File: src/rtl/spi2dac_pkg.sv
// Shared definitions for the MCP4911 SPI DAC transmitter:
// FSM states, frame geometry, command-bit positions and the word builder.
package spi2dac_pkg;

  typedef enum logic [1:0] {
    ST_IDLE  = 2'd0,
    ST_SHIFT = 2'd1,
    ST_HOLD  = 2'd2,
    ST_LOAD  = 2'd3
  } state_e;

  localparam int unsigned FRAME_BITS   = 16;
  localparam int unsigned DATA_W       = 10;
  localparam int unsigned BIT_CNT_W    = 4;

  localparam int unsigned CMD_WRITE    = 15;
  localparam int unsigned CMD_BUF      = 14;
  localparam int unsigned CMD_GA       = 13;
  localparam int unsigned CMD_SHDN     = 12;
  localparam int unsigned CMD_DATA_MSB = 11;
  localparam int unsigned CMD_DATA_LSB = 2;

  // MCP4911 write command: write, BUF, GA, SHDN-inactive, 10-bit data, two don't-care zeros.
  function automatic logic [FRAME_BITS-1:0] build_cmd(
    input logic [DATA_W-1:0] data,
    input logic              gain_1x,
    input logic              vref_buf
  );
    logic [FRAME_BITS-1:0] w;
    w = '0;
    w[CMD_WRITE] = 1'b0;
    w[CMD_BUF]   = vref_buf;
    w[CMD_GA]    = gain_1x;
    w[CMD_SHDN]  = 1'b1;
    w[CMD_DATA_MSB:CMD_DATA_LSB] = data;
    return w;
  endfunction

endpackage

File: src/rtl/spi2dac_sck_halfper_timer.sv
// SCK half-period timer: counts 0..HALF_PERIOD-1 while enabled; wrap_o is a
// registered terminal-count flag, high on the cycle the count sits at HALF_PERIOD-1.
module spi2dac_sck_halfper_timer #(
  parameter int unsigned HALF_PERIOD = 25
) (
  input  logic clk_i,
  input  logic rst_ni,
  input  logic enable_i,
  input  logic clear_i,
  output logic wrap_o
);

  localparam int unsigned CNT_W = (HALF_PERIOD > 1) ? $clog2(HALF_PERIOD) : 1;
  localparam logic [CNT_W-1:0] LAST = CNT_W'(HALF_PERIOD - 1);

  logic [CNT_W-1:0] cnt_q, cnt_d;
  logic             wrap_q, wrap_d;

  always_comb begin
    cnt_d = cnt_q;
    if (clear_i) begin
      cnt_d = '0;
    end else if (enable_i) begin
      cnt_d = (cnt_q == LAST) ? '0 : cnt_q + CNT_W'(1);
    end
    wrap_d = (cnt_d == LAST);
  end

  always_ff @(posedge clk_i or negedge rst_ni) begin
    if (!rst_ni) begin
      cnt_q  <= '0;
      wrap_q <= 1'b0;
    end else begin
      cnt_q  <= cnt_d;
      wrap_q <= wrap_d;
    end
  end

  assign wrap_o = wrap_q;

endmodule

File: src/rtl/spi2dac.sv
// MCP4911 SPI DAC transmitter: frames a 10-bit sample into a 16-bit write
// command, shifts it out MSB-first on a divided SCK, then strobes LDAC.
module spi2dac
  import spi2dac_pkg::*;
#(
  parameter int unsigned HALF_PERIOD = 25,
  parameter logic        GAIN_1X     = 1'b1,
  parameter logic        VREF_BUF    = 1'b0
) (
  input  logic              sysclk,
  input  logic              rst_n,
  input  logic              start,
  input  logic [DATA_W-1:0] data_to_dac,
  output logic              busy,
  output logic              done,
  output logic              dac_cs,
  output logic              dac_sck,
  output logic              dac_sdi,
  output logic              dac_ld
);

  state_e                 state_q, state_d;
  logic [FRAME_BITS-1:0]  shreg_q, shreg_d;
  logic [BIT_CNT_W-1:0]   bit_cnt_q, bit_cnt_d;
  logic                   sck_q, sck_d;
  logic                   sdi_q, sdi_d;
  logic                   cs_q, cs_d;
  logic                   ld_q, ld_d;
  logic                   busy_q, busy_d;
  logic                   done_q, done_d;
  logic                   wrap;

  spi2dac_sck_halfper_timer #(
    .HALF_PERIOD(HALF_PERIOD)
  ) u_timer (
    .clk_i   (sysclk),
    .rst_ni  (rst_n),
    .enable_i(state_q != ST_IDLE),
    .clear_i (state_q == ST_IDLE),
    .wrap_o  (wrap)
  );

  // Next-state and registered-output logic; every phase is paced by the timer wrap.
  always_comb begin
    state_d   = state_q;
    shreg_d   = shreg_q;
    bit_cnt_d = bit_cnt_q;
    sck_d     = sck_q;
    sdi_d     = sdi_q;
    cs_d      = cs_q;
    ld_d      = ld_q;
    busy_d    = busy_q;
    done_d    = 1'b0;

    case (state_q)
      ST_IDLE: begin
        if (start) begin
          shreg_d   = build_cmd(data_to_dac, GAIN_1X, VREF_BUF);
          bit_cnt_d = '0;
          sck_d     = 1'b0;
          sdi_d     = shreg_d[FRAME_BITS-1];
          cs_d      = 1'b0;
          ld_d      = 1'b1;
          busy_d    = 1'b1;
          state_d   = ST_SHIFT;
        end
      end

      ST_SHIFT: begin
        if (wrap) begin
          if (!sck_q) begin
            sck_d = 1'b1;
          end else begin
            // Falling edge: advance data so it has a full half-period of setup.
            sck_d   = 1'b0;
            shreg_d = {shreg_q[FRAME_BITS-2:0], 1'b0};
            if (bit_cnt_q == BIT_CNT_W'(FRAME_BITS - 1)) begin
              bit_cnt_d = '0;
              sdi_d     = 1'b0;
              cs_d      = 1'b1;
              state_d   = ST_HOLD;
            end else begin
              bit_cnt_d = bit_cnt_q + BIT_CNT_W'(1);
              sdi_d     = shreg_d[FRAME_BITS-1];
            end
          end
        end
      end

      ST_HOLD: begin
        if (wrap) begin
          ld_d    = 1'b0;
          state_d = ST_LOAD;
        end
      end

      ST_LOAD: begin
        if (wrap) begin
          ld_d    = 1'b1;
          busy_d  = 1'b0;
          done_d  = 1'b1;
          state_d = ST_IDLE;
        end
      end

      default: state_d = ST_IDLE;
    endcase
  end

  always_ff @(posedge sysclk or negedge rst_n) begin
    if (!rst_n) begin
      state_q   <= ST_IDLE;
      shreg_q   <= '0;
      bit_cnt_q <= '0;
      sck_q     <= 1'b0;
      sdi_q     <= 1'b0;
      cs_q      <= 1'b1;
      ld_q      <= 1'b1;
      busy_q    <= 1'b0;
      done_q    <= 1'b0;
    end else begin
      state_q   <= state_d;
      shreg_q   <= shreg_d;
      bit_cnt_q <= bit_cnt_d;
      sck_q     <= sck_d;
      sdi_q     <= sdi_d;
      cs_q      <= cs_d;
      ld_q      <= ld_d;
      busy_q    <= busy_d;
      done_q    <= done_d;
    end
  end

  assign busy    = busy_q;
  assign done    = done_q;
  assign dac_cs  = cs_q;
  assign dac_sck = sck_q;
  assign dac_sdi = sdi_q;
  assign dac_ld  = ld_q;

endmodule
File: config.mk
export PLATFORM = sky130hd
export DESIGN_NAME = spi2dac
export DESIGN_NICKNAME = d
export VERILOG_FILES = /design/src/rtl/spi2dac_pkg.sv /design/src/rtl/spi2dac_sck_halfper_timer.sv /design/src/rtl/spi2dac.sv
export SDC_FILE = /design/constraint.sdc
export NUM_CORES = 1
export LEC_CHECK = 0
export CAP_MARGIN = 0
export CORE_MARGIN = 2
export CORE_UTILIZATION = 49
export DETAILED_ROUTE_END_ITERATION = 12
export PLACE_DENSITY = 0.74
export SYNTH_ARGS = -nofsm -noshare
export SYNTH_HDL_FRONTEND = slang
export SYNTH_SLANG_ARGS = --single-unit
File: constraint.sdc
create_clock -name sysclk -period 1.8 [get_ports sysclk]
set_input_delay 0.36 -clock sysclk [delete_from_list [all_inputs] [get_ports sysclk]]
set_output_delay 0.36 -clock sysclk [all_outputs]
set_load 0.05 [all_outputs]
==> key figures, run 1 <==
Run status
  – Status: completed

Synth
  – Gate Count Post-Synth: between 150 and 200
  – Syn Area/Cell: between 10 and 15 um2
  – Post-synth EDFFs: 0
  – Ys async rst share: 1.00
  – Register area share after synthesis: 0.503
  – Yosys cell types: 34
  – Primary FF master, synth: dfrtp_1
  – Synth Cell Area: ~0.0015 mm2
  – YS warnings: 0
  – Synthesized flop and latch total: 31
  – Syn_nets: between 150 and 200

Worst setup path
  – Crit path to: state_q[1]
  – Crit-path cells: inv_2, ha_1, buf_6, o21ai_1, nand2b_1, mux2_2
  – R2R depth: 6
  – CP Max Fanout: 12
  – Instance count on the critical path: 6
  – Top cell family by delay on the critical path: flip-flops
  – Crit path from: state_q[1]
  – Crit Path Class: reg2reg
  – Critical path launch point type: flop
  – Worst path arrival time: 1920 ps
  – CP required: 2010 ps
  – FF-to-FF setup slack: roughly 90 ps
  – CP peak stage delay: approximately 430 ps
  – Reg2reg start: state_q[1]
  – Crit path buf inv count: 2
  – Critical R2R Capture: state_q[1]
  – Slowest cell on crit path: dfrtp_1
  – Critical Path Sink Type: flop

Global route
  – Initial antenna violation count: 0
  – Vias in the first global route: ~1.2k
  – GRT Total Usage: 0.200
  – Global-route wire length before repair: roughly 5200 um
  – Largest net degree at the start of global routing: 32
  – Grt total ovfl: 0

Timing
  – Setup Skew: between 10 and 15 ps
  – Endpoints failing setup: 0
  – Max_slew headroom: 0.739
  – Slew @ Worst Pin: 392 ps
  – F_max: ~0.58 GHz
  – Final period util: 0.950
  – Final hold vios: 0
  – Final min period: 1710 ps
  – Unrepaired setup endpoints after global routing: false
  – Fin. max-slew vios: 0
  – WHS: about 430 ps

Clocking
  – Worst-Skew Late Latency: 320 ps
  – CTS tree: yes
  – Inserted Clock Buffers: 5
  – Reg clk slew, reported paths: around 100 ps
  – Clock tree sinks: 31
  – Hold_buf cts: 0
  – Root buffer cell: clkbuf_4
  – CTS max path bufs: 2
  – H-tree levels: 2

Routing
  – WL final: 3090 um
  – Avg WL per Cell: 13.4 um
  – Antenna viol nets, final: 0
  – Vias: around 1.2k
  – DRC: 0
  – Initial DRT Pass Iterations: 4
  – Via/cell ratio: around 5.3
  – DRT iter0 DRCs: 57

Floorplan
  – # IOs: 19
  – Initial Utilization: 0.511
  – Core box area: 0.00303 mm2
  – Full die area: approximately 0.0036 mm2
  – Die X-Extent: ~60 um
  – Die height: roughly 60 um
  – FP Rows: 20

Placed design
  – Inst Count DP: roughly 220
  – Buffers on Ports: 18
  – Placer Congestion: 0.801
  – Post-detail-place hpwl: about 2300 um

Run
  – Maxcap violations: 0

Min path
  – Hold Path Class: in2async

Cells and area
  – Post-layout util: 0.633
  – Fin cells: about 230
  – Antenna cells: 0
  – Synthesis-to-finish area growth: 24.0%
  – Layout cells sized above 1: 0.166
  – Final net count: between 200 and 250

Pwr
  – Total power: about 0.0011 W
  – Leakage: about 0.9 nW
  – Worst VDD drop: around 0.00045 V
  – Pwr Density: between 500 and 600 mW/mm2
registers in the layout, summed over array words and instances, names as in the netlist:
name            cells
dac_sdi             1
done                1
dac_cs              1
u_timer.wrap_o      1
dac_sck             1
u_timer.cnt_q       5
bit_cnt_q           4
dac_ld              1
shreg_q            13
state_q             2
busy                1
area by class of cell:
cell class | instances | area [um2]
fill | 254 | 1110
sequential | 31 | 778
multi-input combinational | 109 | 718
timing repair buffer | 30 | 284
tap | 44 | 55.1
clock buffer | 8 | 48.8
inverter | 9 | 33.8
placed cells by master (no fill, tap or decap), types with 2 or more instances in the layout:
| master | instances |
|---|---|
| clkbuf_1 | 3 |
| clkdlybuf4s50_1 | 12 |
| nand2_1 | 21 |
| o31ai_1 | 2 |
| buf_12 | 2 |
| dfrtp_1 | 29 |
| nor2b_1 | 2 |
| inv_1 | 7 |
| buf_4 | 15 |
| o21ai_1 | 2 |
| o21ai_0 | 20 |
| dfstp_2 | 2 |
| a31oi_1 | 2 |
| clkbuf_4 | 5 |
| nor2_1 | 6 |
| mux2i_1 | 9 |
| inv_2 | 2 |
| a21oi_1 | 5 |
| nor3_1 | 3 |
| nand3_1 | 9 |
| ha_1 | 8 |
cell usage after synthesis (all sizes together) (2+ instances only):
cell | instances | area, um2
a21oi | 6 | 41.3
o31ai | 2 | 15.0
inv | 9 | 33.8
nand2 | 21 | 78.8
nand3 | 9 | 45.0
dfrtp | 29 | 726
nor3 | 3 | 15.0
o21ai | 22 | 110
buf | 5 | 32.5
nor2b | 2 | 12.5
nor2 | 6 | 22.5
ha | 9 | 113
dfstp | 2 | 52.6
a31oi | 2 | 12.5
mux2i | 10 | 100
through the flow:
step	setup WS, ps	instance area [um2]	setup TNS (ps)
detailed placement	-29.1	1850	-86.4
floorplan	134	1550	0
global route	19.7	1920	0
global placement	13.4	1850	0
CTS	11.1	1910	0
finish	89.8	1920	0
report_power, final:
| part | total (W) | internal [W] | switching, W |
|---|---|---|---|
| registers | 0.000696 | 0.000696 | 0 |
| logic | 0.0000454 | 0.0000260 | 0.0000193 |
| clock network | 0.000374 | 0.000155 | 0.000219 |
worst min-delay path by stage:
stage | startpoint | endpoint | depth (start not counted)
after detailed placement | shreg_q[4] | shreg_q[4] | 2
final | rst_n | u_timer.cnt_q[2] | 2
after global routing | rst_n | shreg_q[14] | 2
after global placement | shreg_q[10] | shreg_q[10] | 2
after CTS | rst_n | u_timer.cnt_q[2] | 2
after floorplan | rst_n | bit_cnt_q[0] | 0
what timing repair did:
item	CTS	global route
setup endpoints to repair	12	14
setup buffers	0	0
resized for setup	3	5
endpoints found under the hold margin	0	0
logic make-up (layout without fill, tap and decap cells):
logic type,Yosys count,after routing,share of synthesized area
xor+xnor,2,2,0.0113
flops,31,31,0.503
fa+ha+maj,9,9,0.0728
mux,11,11,0.0720
buf+inv,14,47,0.0429
compound gates,38,38,0.148
simple gates,49,49,0.150
worst reg2reg max path, delay by kind of cell (launching register included):
| kind | cells | cell delay, ps |
|---|---|---|
| compound gates | 1 | 130 |
| flops | 1 | 430 |
| fa+ha+maj | 1 | 250 |
| buf+inv | 2 | 310 |
| mux | 1 | 340 |
| simple gates | 1 | 140 |
routing by layer:
layer | global-route usage | up-vias | routed length [um]
li1 | - | 601 | -
met1 | 0.239 | 587 | 1340
met2 | 0.335 | 21 | 1600
met3 | 0.0606 | 4 | 119
met4 | 0.0825 | 0 | 31
met5 | 0 | - | 0
Note: power is estimated with default switching activity, not from simulation.
==> inputs of run 2 (changes only) <==
SLEW_MARGIN = 20   (was unset)
==> results of run 2 <==
Same layout as run 1: the final DEF is identical, and so are final timing and power.
==> inputs of run 3 (changes only) <==
SKIP_LAST_GASP = 1   (was unset)
SLEW_MARGIN = unset   (was 20)
SYNTH_HIERARCHICAL = 1   (was unset)
==> run 3 against run 2 <==
Effect of this change:
- worst hold slack worse by 24 ps
- total power increased by 10%
- cell count up 3.5%
- largest cell class is now multi-input gates
- setup slack got worse by 47 ps
- core utilization is 3.1 points higher
- register-to-register slack got worse by 50 ps
- sequential share of layout area is 2.7 points lower
- synthesized cell count grew 1.9%
- critical path type unchanged
- routed wire length is 1.4% higher
- sequential cell count did not move
==> key figures, run 3 <==
Run status
  – Status: completed

Worst setup path
  – Crit Path Class: reg2reg
  – Critical path launch point type: flop
  – Critical R2R Capture: state_q[1]
  – FF-to-FF setup slack: 40 ps
  – Crit path to: state_q[1]
  – Crit path from: state_q[0]
  – Reg2reg start: state_q[0]
  – Worst path arrival time: 1990 ps
  – CP required: 2030 ps
  – Critical Path Sink Type: flop
  – R2R depth: 5
  – CP Max Fanout: 4

Timing
  – Final period util: 0.976
  – Fin. max-slew vios: 0
  – Worst setup margin: 42.9 ps
  – Slew @ Worst Pin: slightly below 400 ps
  – Unrepaired setup endpoints after global routing: true
  – F_max: ~0.57 GHz
  – Endpoints failing setup: 0
  – Max_slew headroom: 0.739
  – Setup Skew: roughly 8.4 ps
  – Final min period: ~1800 ps
  – Final hold vios: 0

Global route
  – Largest net degree at the start of global routing: 32
  – Global-route wire length before repair: 5280 um
  – Grt total ovfl: 0
  – GRT Total Usage: 0.198
  – Initial antenna violation count: 0
  – Vias in the first global route: around 1.2k

Floorplan
  – Initial Utilization: 0.519
  – Die X-Extent: between 60 and 70 um
  – FP Rows: 20
  – Die height: slightly above 60 um
  – Core box area: ~0.0031 mm2
  – Full die area: about 0.0038 mm2
  – # IOs: 19

Pwr
  – Seq pwr share: 0.578
  – Total power: about 0.0012 W
  – Worst VDD drop: between 0.0004 and 0.0005 V
  – Pwr Density: about 600 mW/mm2
  – Reported net switching power: roughly 0.00026 W
  – Combinational Power Share: 0.045
  – Leakage: 0.996 nW
  – Net Sw Frac: 0.213
  – Internal power: around 0.00097 W
  – Clock share of power: 0.377

Synth
  – Syn Area/Cell: ~10 um2
  – Cell with the most instances after synthesis: dfrtp_1
  – YS warnings: 6
  – Top-area cell type share of the netlist area: 0.450
  – Primary FF master, synth: dfrtp_1
  – Synth Cell Area: 0.00161 mm2
  – Syn_nets: 179
  – Gate Count Post-Synth: about 160
  – Post-synth EDFFs: 0
  – Synthesized flop and latch total: 31
  – Register area share after synthesis: 0.483
  – Yosys top cell by area: dfrtp_1
  – Synth cell count leaders: 29 x dfrtp_1, 20 x nor2_1, 12 x a21oi_1, 12 x inv_1, 11 x mux2i_1
  – Ys async rst share: 1.00
  – Ranking of synthesized cells by area: dfrtp_1 45%, ha_1 7.0%, mux2i_1 6.8%, nor2_1 4.7%, a21oi_1 3.7%
  – Yosys cell types: 41

Cells and area
  – Antenna cells: 0
  – Commonest non-fill, non-tap cell in the layout: dfrtp_1
  – Final net count: ~220
  – Most frequent cells in the layout: 28 x dfrtp_1, 22 x buf_4, 20 x nor2_1, 12 x a21oi_1, 12 x clkdlybuf4s50_1
  – Filler cells: roughly 270
  – Synthesis-to-finish area growth: 27.9%
  – Biggest regs: shreg_q: 13 flops, u_timer/cnt_q: 5 flops, bit_cnt_q: 4 flops
  – Max FFs per register: 13
  – Biggest register: shreg_q
  – Layout cells sized above 1: 0.241

Clocking
  – CTS max path bufs: 2
  – Inserted Clock Buffers: 5
  – Clock tree sinks: 31
  – CTS tree: yes
  – Reg clk slew, reported paths: ~100 ps
  – Worst-Skew Late Latency: around 340 ps
  – Root buffer cell: clkbuf_4
  – H-tree levels: 2

Routing
  – Antenna viol nets, final: 0
  – Vias: 1231
  – Initial DRT Pass Iterations: 4
  – Via/cell ratio: ~5.2
  – Avg WL per Cell: ~13 um
  – DRT iter0 DRCs: 44
  – WL final: ~3100 um
  – DRC: 0

Placed design
  – Setup WS pre-CTS: -88.7 ps
  – Placer Congestion: around 0.75
  – Post-detail-place hpwl: 2360 um
  – Buffers on Ports: 18

Run
  – Maxcap violations: 0

Min path
  – Hold Path Class: in2async
[run 3: cell count changes in the layout (fill, tap and decap cells not counted), moves of 3 or more]
cell	change
o21ai_0	-15
nor2_1	+14
nand2_1	-13
a21oi_1	+7
buf_4	+7
nand3_1	-6
nand4_1	+3
[run 3: worst min-delay path by stage]
stage	start	endpoint	slack, ps	depth (start not counted)
2_1_floorplan	rst_n	bit_cnt_q[0]	60	0
3_3_place_gp	dac_ld	dac_ld	480	2
3_5_place_dp	dac_ld	dac_ld	490	2
4_1_cts	rst_n	done	410	2
5_1_grt	rst_n	done	440	2
6_report	rst_n	done	400	2
[run 3: layout make-up]
class	instances	area [um2]	share of cell area
Multi-Input combinational cell	108	783	0.380
Sequential cell	31	779	0.378
Timing Repair Buffer	36	325	0.158
Clock buffer	8	68.8	0.0334
Tap cell	44	55.1	0.0267
Inverter	12	48.8	0.0237
[run 3: power groups by stage]
stage               registers, W  clock network [W]  logic (W)
finish                  0.000712           0.000464  0.0000559
global placement        0.000725                  0  0.0000557
global route            0.000714           0.000509  0.0000622
floorplan               0.000724                  0  0.0000115
CTS                     0.000712           0.000481  0.0000575
detailed placement      0.000726                  0  0.0000575
[run 3: metrics by stage]
step	setup TNS, ps	util	std cells	instance area [um2]	hold slack (ps)
2_1_floorplan	0	-	157	1610	64.4
6_report	0	0.664	239	2060	402
4_1_cts	0	0.657	238	2040	406
3_3_place_gp	-41.8	0.629	230	1950	477
3_5_place_dp	-419	0.629	230	1950	485
5_1_grt	-23.9	0.664	239	2060	444
[run 3: kinds of logic (layout without fill, tap and decap cells)]
group	Yosys count	count (layout)	synth area share
flip-flops	31	31	0.483
multiplexers	12	12	0.0776
buffers and inverters	18	56	0.0481
AO/OA/AOI/OAI	33	33	0.143
AND/OR/NAND/NOR	50	50	0.157
adder cells (fa/ha/maj)	9	9	0.0699
XOR/XNOR	4	4	0.0217
[run 3: per-layer routing]
layer	wire length, um	up-vias	share of wire	global-route usage
met4	61	0	0.019	0.109
li1	-	621	-	-
met5	0	-	0	0
met3	123	7	0.039	0.0441
met1	1280	581	0.41	0.231
met2	1670	22	0.53	0.337
[run 3: repair_timing]
item | CTS | global route
hold buffers | 0 | 0
gates resized for setup | 4 | 5
setup endpoints to repair | 2 | 11
pin swaps | 0 | 2
hold endpoints to repair | 0 | 0
setup buffers | 0 | 2
[run 3: worst max-delay path, cell delays in order (launching register included)]
cell and delay [ps]:
dfrtp_2 470, ha_2 210, nor2b_2 160, a2111oi_4 370
o21ai_2 130, mux2_4 310
